$ cat config.mk
export PLATFORM = sky130hd
export DESIGN_NAME = seq_squarer
export DESIGN_NICKNAME = d
export VERILOG_FILES = /design/src/rtl/sqrt_pkg.sv /design/src/rtl/reg_en_init.sv /design/src/rtl/seq_squarer.sv
export SDC_FILE = /design/constraint.sdc
export NUM_CORES = 1
export LEC_CHECK = 0
export CORE_ASPECT_RATIO = 0.75
export CORE_MARGIN = 5
export CORE_UTILIZATION = 55
export CTS_CLUSTER_SIZE = 30
export DETAILED_ROUTE_END_ITERATION = 7
export PLACE_DENSITY = 0.78
export SYNTH_ARGS = -nofsm -noshare
export SYNTH_HDL_FRONTEND = slang
export SYNTH_SLANG_ARGS = --single-unit
$ cat constraint.sdc
create_clock -name clock -period 5.91 [get_ports clock]
set_input_delay 1.182 -clock clock [delete_from_list [all_inputs] [get_ports clock]]
set_output_delay 1.182 -clock clock [all_outputs]
set_load 0.05 [all_outputs]
$ cat src/rtl/sqrt_pkg.sv
// Shared definitions for the square-root core and its companion squarer:
// FSM state encoding, operand widths and datapath reset values.
package sqrt_pkg;

    // Root operand width and square result width (SQ_W >= 2*ROOT_W+1 keeps
    // the largest square, (2^ROOT_W-1)^2, inside the result with no wrap).
    localparam int ROOT_W = 8;
    localparam int SQ_W   = 17;

    // Control states shared by the iterative units.
    typedef enum logic [1:0] {
        IDLE = 2'd0,
        ITER = 2'd1,
        DONE = 2'd2
    } state_t;

    // Datapath reset values: the running square starts at 0 and the odd
    // increment starts at 1 (the first term of 1+3+5+...).
    localparam logic [SQ_W-1:0] SQUARE_RST = '0;
    localparam logic [SQ_W-1:0] ODD_RST    = SQ_W'(1);

endpackage : sqrt_pkg

$ cat src/rtl/reg_en_init.sv
// Generic register with a load enable and a configurable value loaded by the
// asynchronous active-low reset.
module reg_en_init #(
    parameter int               WIDTH       = 8,
    parameter logic [WIDTH-1:0] RESET_VALUE = '0
) (
    input  logic             i_clock,
    input  logic             i_rst_n,
    input  logic             i_load,
    input  logic [WIDTH-1:0] i_d,
    output logic [WIDTH-1:0] o_q
);

    logic [WIDTH-1:0] r_q;

    // Capture i_d on enabled edges; reset forces the configured initial value.
    always_ff @(posedge i_clock or negedge i_rst_n) begin
        if (!i_rst_n) begin
            r_q <= RESET_VALUE;
        end else if (i_load) begin
            r_q <= i_d;
        end
    end

    assign o_q = r_q;

endmodule : reg_en_init

$ cat src/rtl/seq_squarer.sv
// Sequential squarer: builds root^2 by summing the first root odd numbers,
// one term per enabled clock. Used to regenerate x from sqrt(x) for
// round-trip checking of the square-root core.
module seq_squarer
    import sqrt_pkg::*;
(
    input  logic              clock,
    input  logic              reset,
    input  logic              enable,
    input  logic              start,
    input  logic [ROOT_W-1:0] root,
    output logic [SQ_W-1:0]   square,
    output logic              busy,
    output logic              done
);

    state_t r_state;
    logic   r_busy;
    logic   r_done;

    logic [SQ_W-1:0]   w_square_q;
    logic [SQ_W-1:0]   w_square_d;
    logic [SQ_W-1:0]   w_odd_q;
    logic [SQ_W-1:0]   w_odd_d;
    logic [ROOT_W-1:0] w_count_q;
    logic [ROOT_W-1:0] w_count_d;
    logic              w_accept;
    logic              w_step;
    logic              w_load;

    // A start is only honoured in IDLE on an enabled edge; every ITER edge
    // adds one odd term. Nothing else touches the datapath, so DONE and IDLE
    // hold the last square.
    assign w_accept = enable && (r_state == IDLE) && start;
    assign w_step   = enable && (r_state == ITER);
    assign w_load   = w_accept || w_step;

    // Datapath next values: initialise on accept, otherwise advance one term.
    always_comb begin
        w_square_d = w_square_q + w_odd_q;
        w_odd_d    = w_odd_q + SQ_W'(2);
        w_count_d  = w_count_q - ROOT_W'(1);
        if (w_accept) begin
            w_square_d = SQUARE_RST;
            w_odd_d    = ODD_RST;
            w_count_d  = root;
        end
    end

    reg_en_init #(
        .WIDTH       (SQ_W),
        .RESET_VALUE (SQUARE_RST)
    ) u_square_reg (
        .i_clock (clock),
        .i_rst_n (reset),
        .i_load  (w_load),
        .i_d     (w_square_d),
        .o_q     (w_square_q)
    );

    reg_en_init #(
        .WIDTH       (SQ_W),
        .RESET_VALUE (ODD_RST)
    ) u_odd_reg (
        .i_clock (clock),
        .i_rst_n (reset),
        .i_load  (w_load),
        .i_d     (w_odd_d),
        .o_q     (w_odd_q)
    );

    reg_en_init #(
        .WIDTH       (ROOT_W),
        .RESET_VALUE ('0)
    ) u_count_reg (
        .i_clock (clock),
        .i_rst_n (reset),
        .i_load  (w_load),
        .i_d     (w_count_d),
        .o_q     (w_count_q)
    );

    // Control FSM; busy/done are registered alongside the state so they are
    // exact Moore decodes (busy: ITER or DONE, done: DONE only).
    always_ff @(posedge clock or negedge reset) begin
        if (!reset) begin
            r_state <= IDLE;
            r_busy  <= 1'b0;
            r_done  <= 1'b0;
        end else if (enable) begin
            case (r_state)
                IDLE: begin
                    if (start) begin
                        // A zero root needs no iterations at all.
                        if (root == '0) begin
                            r_state <= DONE;
                            r_done  <= 1'b1;
                        end else begin
                            r_state <= ITER;
                            r_done  <= 1'b0;
                        end
                        r_busy <= 1'b1;
                    end
                end
                ITER: begin
                    // count==1 means this edge adds the last odd term.
                    if (w_count_q == ROOT_W'(1)) begin
                        r_state <= DONE;
                        r_done  <= 1'b1;
                    end
                end
                DONE: begin
                    r_state <= IDLE;
                    r_busy  <= 1'b0;
                    r_done  <= 1'b0;
                end
                default: begin
                    r_state <= IDLE;
                    r_busy  <= 1'b0;
                    r_done  <= 1'b0;
                end
            endcase
        end
    end

    assign square = w_square_q;
    assign busy   = r_busy;
    assign done   = r_done;

endmodule : seq_squarer
Yosys cells after proc, flatten, opt, wreduce, memory -nomap -nowiden. Index checks and enable logic that the tools add are counted. W data, S select, Z words.

Logic and storage cells: 35. Output and inout bits: 19. Bits in registers: 46. Input port bits: 12.

Muxes and demuxes: 13. Reduce and logical (&&, ||, !) cells: 8. Add/subtract/negate cells: 3. Eq/ne operators: 4. Bitwise gates (word level): 1.

Operators with widths (number): $mux W17 (2); $add A17 B17 Y17 (1); $add A17 B2 Y17 const B (1); $eq A8 B1 Y1 const B (1); $logic_not A8 Y1 (1); $mux W8 (1); $sub A8 B1 Y8 const B (1); $mux W2 (3); $reduce_and A3 Y1 (2); $mux W1 (4); $pmux W1 S2 (2); $pmux W2 S2 (1); $logic_and A1 B1 Y1 (3); $eq A2 B1 Y1 const B (1); $logic_not A2 Y1 (1); $ne A2 B1 Y1 const B (1); $ne A2 B2 Y1 const B (1); $logic_or A1 B1 Y1 (1); $not A1 Y1 (1).

Longest topological paths before layout. Gate-level depths: netlist of the first run.

Depth after elaboration: 4. Gate-level depth with buffers: 9. Mapped depth without buffers: 9.

Modules after synthesis. A second synthesis of the first run with hierarchy kept.

Cells, all modules: 331. Area, all modules: 3360.7 µm².

Modules (own cells, without submodules): seq_squarer (seq. area each 75.1 µm², cells an instance 242, area an instance 1656.6 µm², times used 1); reg_en_init at u_odd_reg (seq. area each 426.7 µm², cells an instance 36, area an instance 686.9 µm², times used 1); reg_en_init at u_square_reg (seq. area each 425.4 µm², cells an instance 36, area an instance 685.7 µm², times used 1); reg_en_init at u_count_reg (seq. area each 200.2 µm², cells an instance 17, area an instance 331.6 µm², times used 1).

Worst setup path after synthesis of the first run. OpenSTA, ideal clock, no wires.

Path type: reg-to-reg. Start: reg u_square_reg.r_q[0] (netlist: u_square_reg.o_q[0]). End: reg u_square_reg.r_q[16] (netlist: u_square_reg.o_q[16]). Setup slack: 3341 ps. Path buffers: 0. Setup time: 121 ps. Data required time: 5789 ps. Arrival time: 2448 ps. Clock period less this slack: 2569 ps. Stages on the path, launching flop included: 10. Path through: dfrtp_1 ha_1 fa_1 a211oi_1 o21a_1 o21ai_2 a41oi_1 xnor2_1 o21ai_1 a22o_1.

Longest elaborated chain between the ends: 2.

RTL lines: start: declaration (RTL line reg_en_init.sv:14) `logic [WIDTH-1:0] r_q;`; start signal: assignment (RTL line reg_en_init.sv:21) `r_q <= i_d;`; $add A17 B17 Y17 (RTL line seq_squarer.sv:40) `w_square_d = w_square_q + w_odd_q;`; $mux W17 (RTL line seq_squarer.sv:43) `if (w_accept) begin`.

Every way passes these cells. A chain may end at the register's enable or synchronous reset.

Final worst setup path of the first run.
Start: in enable. End: reg u_odd_reg.r_q[14] (netlist: u_odd_reg.o_q[14]).

Longest elaborated chain between the ends: 3. Elaborated cells on any way between the ends: 5. Classes of those cells: 1 x mux; 4 x reduce/logical.

RTL lines: start: declaration (RTL line seq_squarer.sv:9) `input logic enable,`; $logic_and A1 B1 Y1 (2 in a row) (RTL line seq_squarer.sv:34) `assign w_accept = enable && (r_state == IDLE) && start;`; $mux W17 / $logic_or A1 B1 Y1 (equally long branches) (RTL line seq_squarer.sv:43, seq_squarer.sv:36); end signal: assignment (RTL line reg_en_init.sv:21); end: declaration (RTL line reg_en_init.sv:14).

Parallel ways exist; a longest one is shown, timed or not.

==> results.py, run 1 <==
metrics = {
    "timing": {
        "report.final.hold_viol_count": 0,
        "tightestPinTransition_ns": 1.00,
        "setup-violations-final": 0,
        "layout_worst_path_cycle_share": 0.532,
        "total_neg_setup_slack_ns": 0,
        "final_critical_path_setup_slack_ns": 2.76,
        "max-slew-margin-rel": 0.333,
        "fmax_mhz": 318,
        "shortest_clock_period_the_worst_path_allows_after_layout_ns": 3.15,
        "final.setup_skew_ns": 0.0113,
        "report.final.slew_viol_count": 0,
        "grt_setup_unrepaired": "no",
    },
    "routing": {
        "detail_route.iter0.violations": 191,
        "detail_route.wl_per_cell_um": 16.2,
        "dr_total_vias": 2366,
        "route.antenna.remaining_nets": 0,
        "drt-vias-per-instance": 6.04,
        "detailedRoute.firstPassIterationCount": 5,
        "postRouteWirelength_um": 6350,
        "drc_errors": 0,
    },
    "placed_design": {
        "place.detailed.instances": 384,
        "postPlaceCellArea_um2": 3120,
        "finalWeightedCongestion": 0.891,
        "io_buffer_count": 30,
        "dpl_worst_slack_ns": 2.43,
        "detailedPlacementHpwl_um": 4560,
    },
    "power": {
        "power_density_nw_per_um2": 364,
        "power.switching_fraction": 0.411,
        "leakagePower_uw": 0.00141,
        "power.switching_uw": 484,
        "power.share.combinational": 0.411,
        "clock_power_share": 0.208,
        "pwr-share-seq": 0.381,
        "worst_ir_drop_vdd_mv": 0.321,
        "total_power_uw": 1180,
        "power_report.internal_total_uw": 693,
    },
    "hold_path": {
        "min_path_type": "reg2reg",
        "hold-path-cell-count": 2,
    },
    "floorplan": {
        "floorplan.rows": 22,
        "core_area_um2": 4870,
        "dieArea_um2": 6570,
        "floorplan.initialDensity": 0.568,
        "die_y_um": 71.4,
        "floorplan.io_pins": 31,
        "die_x_um": 91.9,
    },
    "cts": {
        "numCtsBuffers": 5,
        "postCtsSetupRepairBufs": 0,
        "cts_sinks": 45,
        "htree_num_levels": 2,
        "cts-root-buf": "clkbuf_8",
        "clock_tree_from_tritoncts": "done",
        "cts_buffer_depth": 2,
        "path_clk_slew_ns": 0.09,
        "post_cts_resized": 0,
        "worst_skew_pair_latency_ns": 0.30,
        "cts_hold_buffers": 0,
    },
    "logic_synthesis": {
        "synth_edf_count": 0,
        "syn_inst": 300,
        "ys_async_sr_fraction": 1.00,
        "syn_area_um2": 2770,
        "synth-seq-cells": 45,
        "synth.net_count": 332,
        "syn_area_per_cell_um2": 9.23,
        "synth_ff_type": "dfrtp_1",
        "synthesis.yosys.warnings": 0,
        "yosysSeqAreaShare": 0.407,
        "ys_types": 51,
    },
    "grt": {
        "vias_in_the_first_global_route": 2245,
        "grt_start_max_net_pins": 46,
        "grt_util_all_layers": 0.203,
        "grt_antenna_before_repair": 0,
        "globalRouteOverflowTotal": 0,
        "grt_pass1_wl_um": 10700,
    },
    "flow_run": {
        "maxCapViolCount": 0,
    },
    "layout": {
        "fin_nets": 363,
        "design_area_um2": 3240,
        "finalNonFillerCells": 392,
        "final_layout_size_suffix_gt1_frac": 0.0633,
        "multi_input_comb_area_um2": 1570,
        "area_growth_pct": 16.9,
        "regArea_um2": 1130,
        "fill_count": 403,
        "n_antenna_cell": 0,
    },
    "setup_path": {
        "worst_ep_required_time_ns": 6.10,
        "timing.critical_path.arrival_ns": 3.34,
        "crit_path_start_kind": "input pin",
        "critPathKind": "in2reg",
        "setup.worst_path.end_class": "register",
        "reg2reg_setup_slack_ns": 3.32,
        "ff2ff_path_depth": 9,
        "path_max_fanout": 25,
    },
    "run_status": {
        "run_status": "finished clean",
    },
}
-- cell usage after synthesis, drive strengths merged, types with 7 or more instances --
library cell,n,share of area
dfrtp,44,0.40
nand2,36,0.049
o21ai,34,0.063
nor2,26,0.036
a21oi,20,0.036
ha,19,0.086
xor2,17,0.054
xnor2,10,0.032
inv,9,0.012
clkbuf,7,0.0095
nand4,7,0.021
-- final timing paths --
kind | startpoint | to
setup / recovery | enable | u_odd_reg.o_q[14]
max in group asynchronous | reset | u_odd_reg.o_q[4]
setup reg to reg | u_square_reg.o_q[0] | u_square_reg.o_q[16]
min in group asynchronous | reset | u_square_reg.o_q[11]
hold / removal | u_square_reg.o_q[7] | u_square_reg.o_q[7]
hold reg to reg | u_square_reg.o_q[7] | u_square_reg.o_q[7]
-- state kept, by name, summed over array words and instances (netlist names) --
signal	cells
u_square_reg.o_q	17
u_count_reg.o_q	8
busy	1
u_odd_reg.o_q	17
r_state	2
-- power groups by stage --
stage	logic [µW]	registers, µW	clock network (µW)
global route	541	460	259
floorplan	281	510	0
finish	484	448	245
CTS	484	447	248
detailed placement	479	452	0
global placement	470	449	0
-- critical path: stages --
cell             delay [ns]
clkdlybuf4s50_1        0.55
and4bb_1               0.21
buf_4                  0.26
nand2b_1               0.43
nand4_4                0.20
nor2_2                 0.17
nand3_1                0.11
xor2_1                 0.16
nor2_1                 0.06
-- metrics by stage --
step            util  hold slack [ns]
5_1_grt        0.664            0.550
2_1_floorplan      -            0.469
6_report       0.664            0.525
4_1_cts        0.664            0.527
3_3_place_gp   0.640            0.484
3_5_place_dp   0.640            0.509
-- area by class of cell --
class | instances | area share
Multi-Input combinational cell | 237 | 0.484
Sequential cell | 45 | 0.348
Timing Repair Buffer | 33 | 0.0982
Clock buffer | 7 | 0.0267
Tap cell | 60 | 0.0232
Inverter | 9 | 0.0104
Clock inverter | 1 | 0.00928
-- cell families (layout without fill, tap and decap cells) --
logic type,after synthesis,count (layout),share of synthesized area
xor gates and xnor gates,27,27,0.0854
adders and majority gates,20,20,0.0931
AOI/OAI and AO/OA,90,90,0.205
buffers and inverters,18,50,0.0271
muxes,1,1,0.00407
and+or+nand+nor,99,99,0.178
DFF,45,45,0.407
-- layout by cell type, fill, tap and decap left out, types with 2 or more instances in the layout --
master	n
buf_4	3
nor2_1	25
nor3_1	4
nand4_1	6
o21bai_1	4
a211oi_1	4
clkbuf_8	6
a21oi_1	20
o211a_1	2
dfrtp_1	44
xor2_1	17
inv_1	8
a21o_1	3
and3_1	4
a22o_1	4
xnor2_1	10
nand3_1	5
a31oi_1	3
o211ai_1	4
a221o_1	3
o21ai_1	22
nor3_2	2
nor4_1	4
o21ai_0	11
nand2_1	36
ha_1	19
or3_1	3
clkdlybuf4s50_1	29
-- layer usage --
metal	vias up	global-route usage	wire (µm)
li1	1160	-	-
met1	1136	0.308	3230
met2	62	0.286	2740
met3	8	0.0483	309
met4	0	0.0593	60
met5	-	0	0
(Power assumes the default switching activity.)
==> run 2: changes to the inputs <==
==> constraint.sdc (replaced) <==
create_clock -name clock -period 2.95 [get_ports clock]
set_input_delay 0.59 -clock clock [delete_from_list [all_inputs] [get_ports clock]]
set_output_delay 0.59 -clock clock [all_outputs]
set_load 0.05 [all_outputs]
==> run 2 against run 1 <==
Net effect: setup slack got worse by 2.3 ns; final cell count rose by 0.51%; critical endpoint is now u_square_reg.o_q[16]; largest power group unchanged; register-to-register slack got worse by 2.9 ns; largest cell class unchanged.
==> results.py, run 2 (same netlist as run 1, synthesis figures left out) <==
metrics = {
    "grt": {
        "vias_in_the_first_global_route": 2342,
        "grt_start_max_net_pins": 46,
        "grt_util_all_layers": 0.211,
        "grt_antenna_before_repair": 0,
        "grt_pass1_wl_um": 11200,
        "globalRouteOverflowTotal": 0,
    },
    "cts": {
        "numCtsBuffers": 5,
        "worst_skew_pair_latency_ns": 0.31,
        "post_cts_resized": 0,
        "cts_sinks": 45,
        "cts-root-buf": "clkbuf_8",
        "path_clk_slew_ns": 0.09,
        "clock_tree_from_tritoncts": "done",
        "cts_hold_buffers": 0,
        "postCtsSetupRepairBufs": 0,
        "cts_buffer_depth": 2,
        "htree_num_levels": 2,
    },
    "setup_path": {
        "worstPathBufferInverterCount": 0,
        "crit_chain": "ha_1, fa_1, a211oi_1, o21a_1, o21ai_2, a41oi_1, xnor2_1, o21ai_1, a22o_1",
        "timing.critical_path.arrival_ns": 2.69,
        "max_stage_delay_ns": 0.43,
        "crit_path_start_kind": "register",
        "setup.worst_path.end_class": "register",
        "worst_ep_required_time_ns": 3.16,
        "critical-path-slowest-cell": "fa_1",
        "path_max_fanout": 4,
        "critPathKind": "reg2reg",
        "path_delay_family": "compound AO/OA/AOI/OAI gates",
    },
    "placed_design": {
        "place.detailed.instances": 386,
        "detailedPlacementHpwl_um": 4720,
        "postPlaceCellArea_um2": 3140,
        "finalWeightedCongestion": 0.868,
        "io_buffer_count": 30,
    },
    "timing": {
        "hold_ws_ns": 0.442,
        "tightestPinTransition_ns": 0.996,
        "final.setup_skew_ns": 0.00922,
        "layout_worst_path_cycle_share": 0.844,
        "report.final.slew_viol_count": 0,
        "max-slew-margin-rel": 0.336,
        "grt_setup_unrepaired": "no",
        "total_neg_setup_slack_ns": 0,
        "setup-violations-final": 0,
        "fmax_mhz": 402,
        "report.final.hold_viol_count": 0,
        "shortest_clock_period_the_worst_path_allows_after_layout_ns": 2.49,
    },
    "power": {
        "worst_ir_drop_vdd_mv": 0.575,
        "power_density_nw_per_um2": 708,
        "leakagePower_uw": 0.00140,
    },
    "routing": {
        "detail_route.iter0.violations": 168,
        "drc_errors": 0,
        "detailedRoute.firstPassIterationCount": 4,
        "wl_met1_um": 3130,
        "postRouteWirelength_um": 6450,
        "drt-vias-per-instance": 6.03,
        "dr_wl_met3_um": 396,
        "dr_total_vias": 2376,
        "route.antenna.remaining_nets": 0,
        "dr.max_layer_used": "met4",
        "route.met2.wl_um": 2840,
        "detail_route.wl_per_cell_um": 16.4,
    },
    "floorplan": {
        "die_y_um": 71.4,
        "core_area_um2": 4870,
        "die_x_um": 91.9,
        "dieArea_um2": 6570,
        "floorplan.rows": 22,
        "floorplan.io_pins": 31,
        "floorplan.initialDensity": 0.568,
    },
    "layout": {
        "mostFrequentLayoutCell": "dfrtp_1",
        "layout.cells.most_common_list": "dfrtp_1 (44), nand2_1 (36), clkdlybuf4s50_1 (29)",
        "n_antenna_cell": 0,
        "design_area_um2": 3230,
        "final_layout_size_suffix_gt1_frac": 0.0719,
        "finalNonFillerCells": 394,
        "finish.utilization": 0.662,
        "area_growth_pct": 16.5,
        "fill_count": 396,
        "fin_nets": 365,
    },
    "run_status": {
        "run_status": "finished clean",
    },
    "flow_run": {
        "maxCapViolCount": 0,
    },
    "hold_path": {
        "min_path_type": "in2async",
    },
}
[run 2: cell types whose count changed in the layout (fill, tap and decap cells not counted)]
cell and delta:
clkinvlp_4 +1, inv_6 +1, buf_4 +2, clkbuf_8 -1, clkbuf_1 -1, bufinv_16 -1
clkinv_2 +1
[run 2: cell type report]
type	instances	area, µm²	share of cell area
clock buffer	5	68.8	0.0213
tap	60	75.1	0.0233
multi-input combinational	237	1570	0.486
timing repair buffer	35	333	0.103
inverter	9	33.8	0.0105
clock inverter	3	21.3	0.00659
sequential	45	1130	0.349
[run 2: where the power goes]
part	internal, µW	switching [µW]	total [µW]
clock network	168	228	396
registers	742	155	897
logic	382	608	990
total	1290	991	2280
[run 2: per-layer routing]
| metal | global-route usage | vias to the layer above |
|---|---|---|
| met2 | 0.315 | 73 |
| li1 | - | 1160 |
| met4 | 0.0659 | 0 |
| met1 | 0.309 | 1133 |
| met3 | 0.0441 | 10 |
| met5 | 0 | - |
[run 2: through the flow]
stage / power (µW) / setup slack, ns
floorplan: 1580 / 0.381
global route: 2450 / 0.193
detailed placement: 1890 / 0.464
CTS: 2300 / 0.448
global placement: 1860 / 0.537
finish: 2280 / 0.461
[run 2: path summary, 6_finish.rpt]
| path | slack, ns | to | cells after the start | start |
|---|---|---|---|---|
| max in group asynchronous | 1.90 | u_count_reg.o_q[5] | 1 | reset |
| worst min-delay path | 0.44 | u_square_reg.o_q[10] | 1 | reset |
| worst min register to register | 0.51 | u_count_reg.o_q[4] | 2 | u_count_reg.o_q[4] |
| worst max-delay path | 0.46 | u_square_reg.o_q[16] | 9 | u_square_reg.o_q[0] |
| min in group clock | 0.51 | u_count_reg.o_q[4] | 2 | u_count_reg.o_q[4] |
| worst max register to register | 0.46 | u_square_reg.o_q[16] | 9 | u_square_reg.o_q[0] |
==> run 3: changes to the inputs <==
==> constraint.sdc (replaced) <==
create_clock -name clock -period 2.4 [get_ports clock]
set_input_delay 0.48 -clock clock [delete_from_list [all_inputs] [get_ports clock]]
set_output_delay 0.48 -clock clock [all_outputs]
set_load 0.05 [all_outputs]
==> run 3 against run 2 <==
Net effect: sequential cell count stayed put; non-clock buffer count is 10 higher; clock skew is 0.0025 ns lower; hold slack worse by 0.37 ns; critical path depth is 1 lower; setup slack worse by 0.36 ns; sequential share of layout area is 1.1 points lower; largest cell class unchanged; largest power group unchanged.
==> results.py, run 3 (same netlist as run 1, synthesis figures left out) <==
metrics = {
    "run_status": {
        "run_status": "finished clean",
    },
    "setup_path": {
        "path_max_fanout": 4,
        "worstPathBufferInverterCount": 0,
        "crit_path_start_kind": "register",
        "startpoint": "u_square_reg.o_q[1]",
        "reg2reg_from": "u_square_reg.o_q[1]",
        "timing.critical_path.arrival_ns": 2.49,
        "critical-path-slowest-cell": "dfrtp_1",
        "setup.worst_path.end_class": "register",
        "path_delay_family": "compound AO/OA/AOI/OAI gates",
        "worst_ep_required_time_ns": 2.59,
        "critPathKind": "reg2reg",
        "max_stage_delay_ns": 0.44,
        "crit_chain": "ha_1, a211oi_1, o21bai_1, a21oi_1, o31a_1, o21ai_1, xnor2_1, o21ai_1",
        "timing.critical_path.mode_cell": "o21ai_1",
    },
    "grt": {
        "grt_antenna_before_repair": 0,
        "vias_in_the_first_global_route": 2270,
        "globalRouteOverflowTotal": 0,
        "grt_start_max_net_pins": 25,
        "grt_pass1_wl_um": 11100,
        "grt_util_all_layers": 0.208,
    },
    "cts": {
        "htree_num_levels": 2,
        "cts_buffer_depth": 2,
        "path_clk_slew_ns": 0.09,
        "cts_sinks": 45,
        "cts-root-buf": "clkbuf_8",
        "cts_hold_buffers": 0,
        "numCtsBuffers": 5,
        "clock_tree_from_tritoncts": "done",
        "worst_skew_pair_latency_ns": 0.31,
    },
    "timing": {
        "max-slew-margin-rel": 0.660,
        "report.final.slew_viol_count": 0,
        "shortest_clock_period_the_worst_path_allows_after_layout_ns": 2.29,
        "layout_worst_path_cycle_share": 0.956,
        "final.setup_skew_ns": 0.00670,
        "setup-violations-final": 0,
        "hold_ws_ns": 0.0724,
        "tightestPinTransition_ns": 0.509,
        "fmax_mhz": 436,
        "report.final.hold_viol_count": 0,
        "grt_setup_unrepaired": "no",
        "total_neg_setup_slack_ns": 0,
    },
    "placed_design": {
        "place.detailed.instances": 395,
        "finalWeightedCongestion": 0.922,
        "detailedPlacementHpwl_um": 4770,
        "io_buffer_count": 30,
        "postPlaceCellArea_um2": 3220,
    },
    "routing": {
        "route.antenna.remaining_nets": 0,
        "detailedRoute.firstPassIterationCount": 6,
        "detail_route.iter0.violations": 102,
        "postRouteWirelength_um": 6480,
        "detail_route.wl_per_cell_um": 16.0,
        "drt-vias-per-instance": 5.88,
        "dr_total_vias": 2377,
        "drc_errors": 0,
    },
    "floorplan": {
        "floorplan.rows": 22,
        "dieArea_um2": 6570,
        "core_area_um2": 4870,
        "die_y_um": 71.4,
        "floorplan.initialDensity": 0.568,
        "die_x_um": 91.9,
        "floorplan.io_pins": 31,
    },
    "layout": {
        "layout.cells.most_common_list": "dfrtp_1 (43), nand2_1 (36), clkdlybuf4s50_1 (29)",
        "n_antenna_cell": 0,
        "fin_nets": 375,
        "finalNonFillerCells": 404,
        "area_growth_pct": 20.4,
        "design_area_um2": 3330,
        "final_layout_size_suffix_gt1_frac": 0.113,
        "mostFrequentLayoutCell": "dfrtp_1",
        "fill_count": 382,
    },
    "power": {
        "leakagePower_uw": 0.00147,
        "power.switching_uw": 1210,
        "pwr-share-seq": 0.385,
        "power.share.combinational": 0.450,
        "power_density_nw_per_um2": 849,
        "power.switching_fraction": 0.426,
        "power_report.internal_total_uw": 1620,
        "total_power_uw": 2830,
        "clock_power_share": 0.165,
        "worst_ir_drop_vdd_mv": 0.754,
    },
    "hold_path": {
        "min_path_type": "in2async",
    },
    "flow_run": {
        "maxCapViolCount": 0,
    },
}
-- run 3: cell types whose count changed in the layout (fill, tap and decap cells not counted), sizes merged --
| cell | previous run | this run |
|---|---|---|
| buf | 6 | 16 |
| clkinvlp | 1 | 0 |
| clkinv | 1 | 2 |
| inv | 10 | 9 |
| clkbuf | 5 | 6 |
-- run 3: repair_timing --
item,CTS,global route
buffers inserted,0,1
resized for setup,0,4
setup endpoints to repair,0,4
-- run 3: final timing paths --
path,end,slack [ns],cells past startpoint
hold / removal,u_square_reg.o_q[4],0.07,1
min in group clock,u_count_reg.o_q[4],0.51,2
hold reg to reg,u_count_reg.o_q[4],0.51,2
max in group asynchronous,u_count_reg.o_q[2],1.76,2
setup / recovery,u_square_reg.o_q[13],0.11,8
setup reg to reg,u_square_reg.o_q[13],0.11,8
-- run 3: final cells by class --
class	instances	area (µm²)	share of cell area
repair buffers	45	408	0.122
inverters	9	33.8	0.0101
flip-flops and latches	45	1130	0.339
multi-input cells	237	1610	0.482
well taps	60	75.1	0.0225
clock inverters	2	10.0	0.00300
clock buffers	6	72.6	0.0218
-- run 3: metal layers --
layer / routed length [µm] / global-route usage / vias to the layer above
li1: - / - / 1175
met1: 3300 / 0.322 / 1130
met2: 2800 / 0.304 / 65
met3: 329 / 0.0367 / 7
met4: 55 / 0.0445 / 0
met5: 0 / 0 / -
-- run 3: power groups by stage --
| stage | sequential (µW) | combinational [µW] | clock, µW |
|---|---|---|---|
| after floorplan | 1260 | 697 | 0 |
| after global placement | 1090 | 1240 | 0 |
| after detailed placement | 1100 | 1260 | 0 |
| after CTS | 1090 | 1270 | 475 |
| after global routing | 1120 | 1420 | 502 |
| final | 1090 | 1270 | 467 |
-- run 3: stage by stage --
step                setup WS [ns]   util
finish                      0.106  0.684
global route              0.00706  0.684
CTS                        0.0485  0.677
detailed placement         0.0455  0.660
global placement            0.113  0.660
floorplan                 0.00641      -
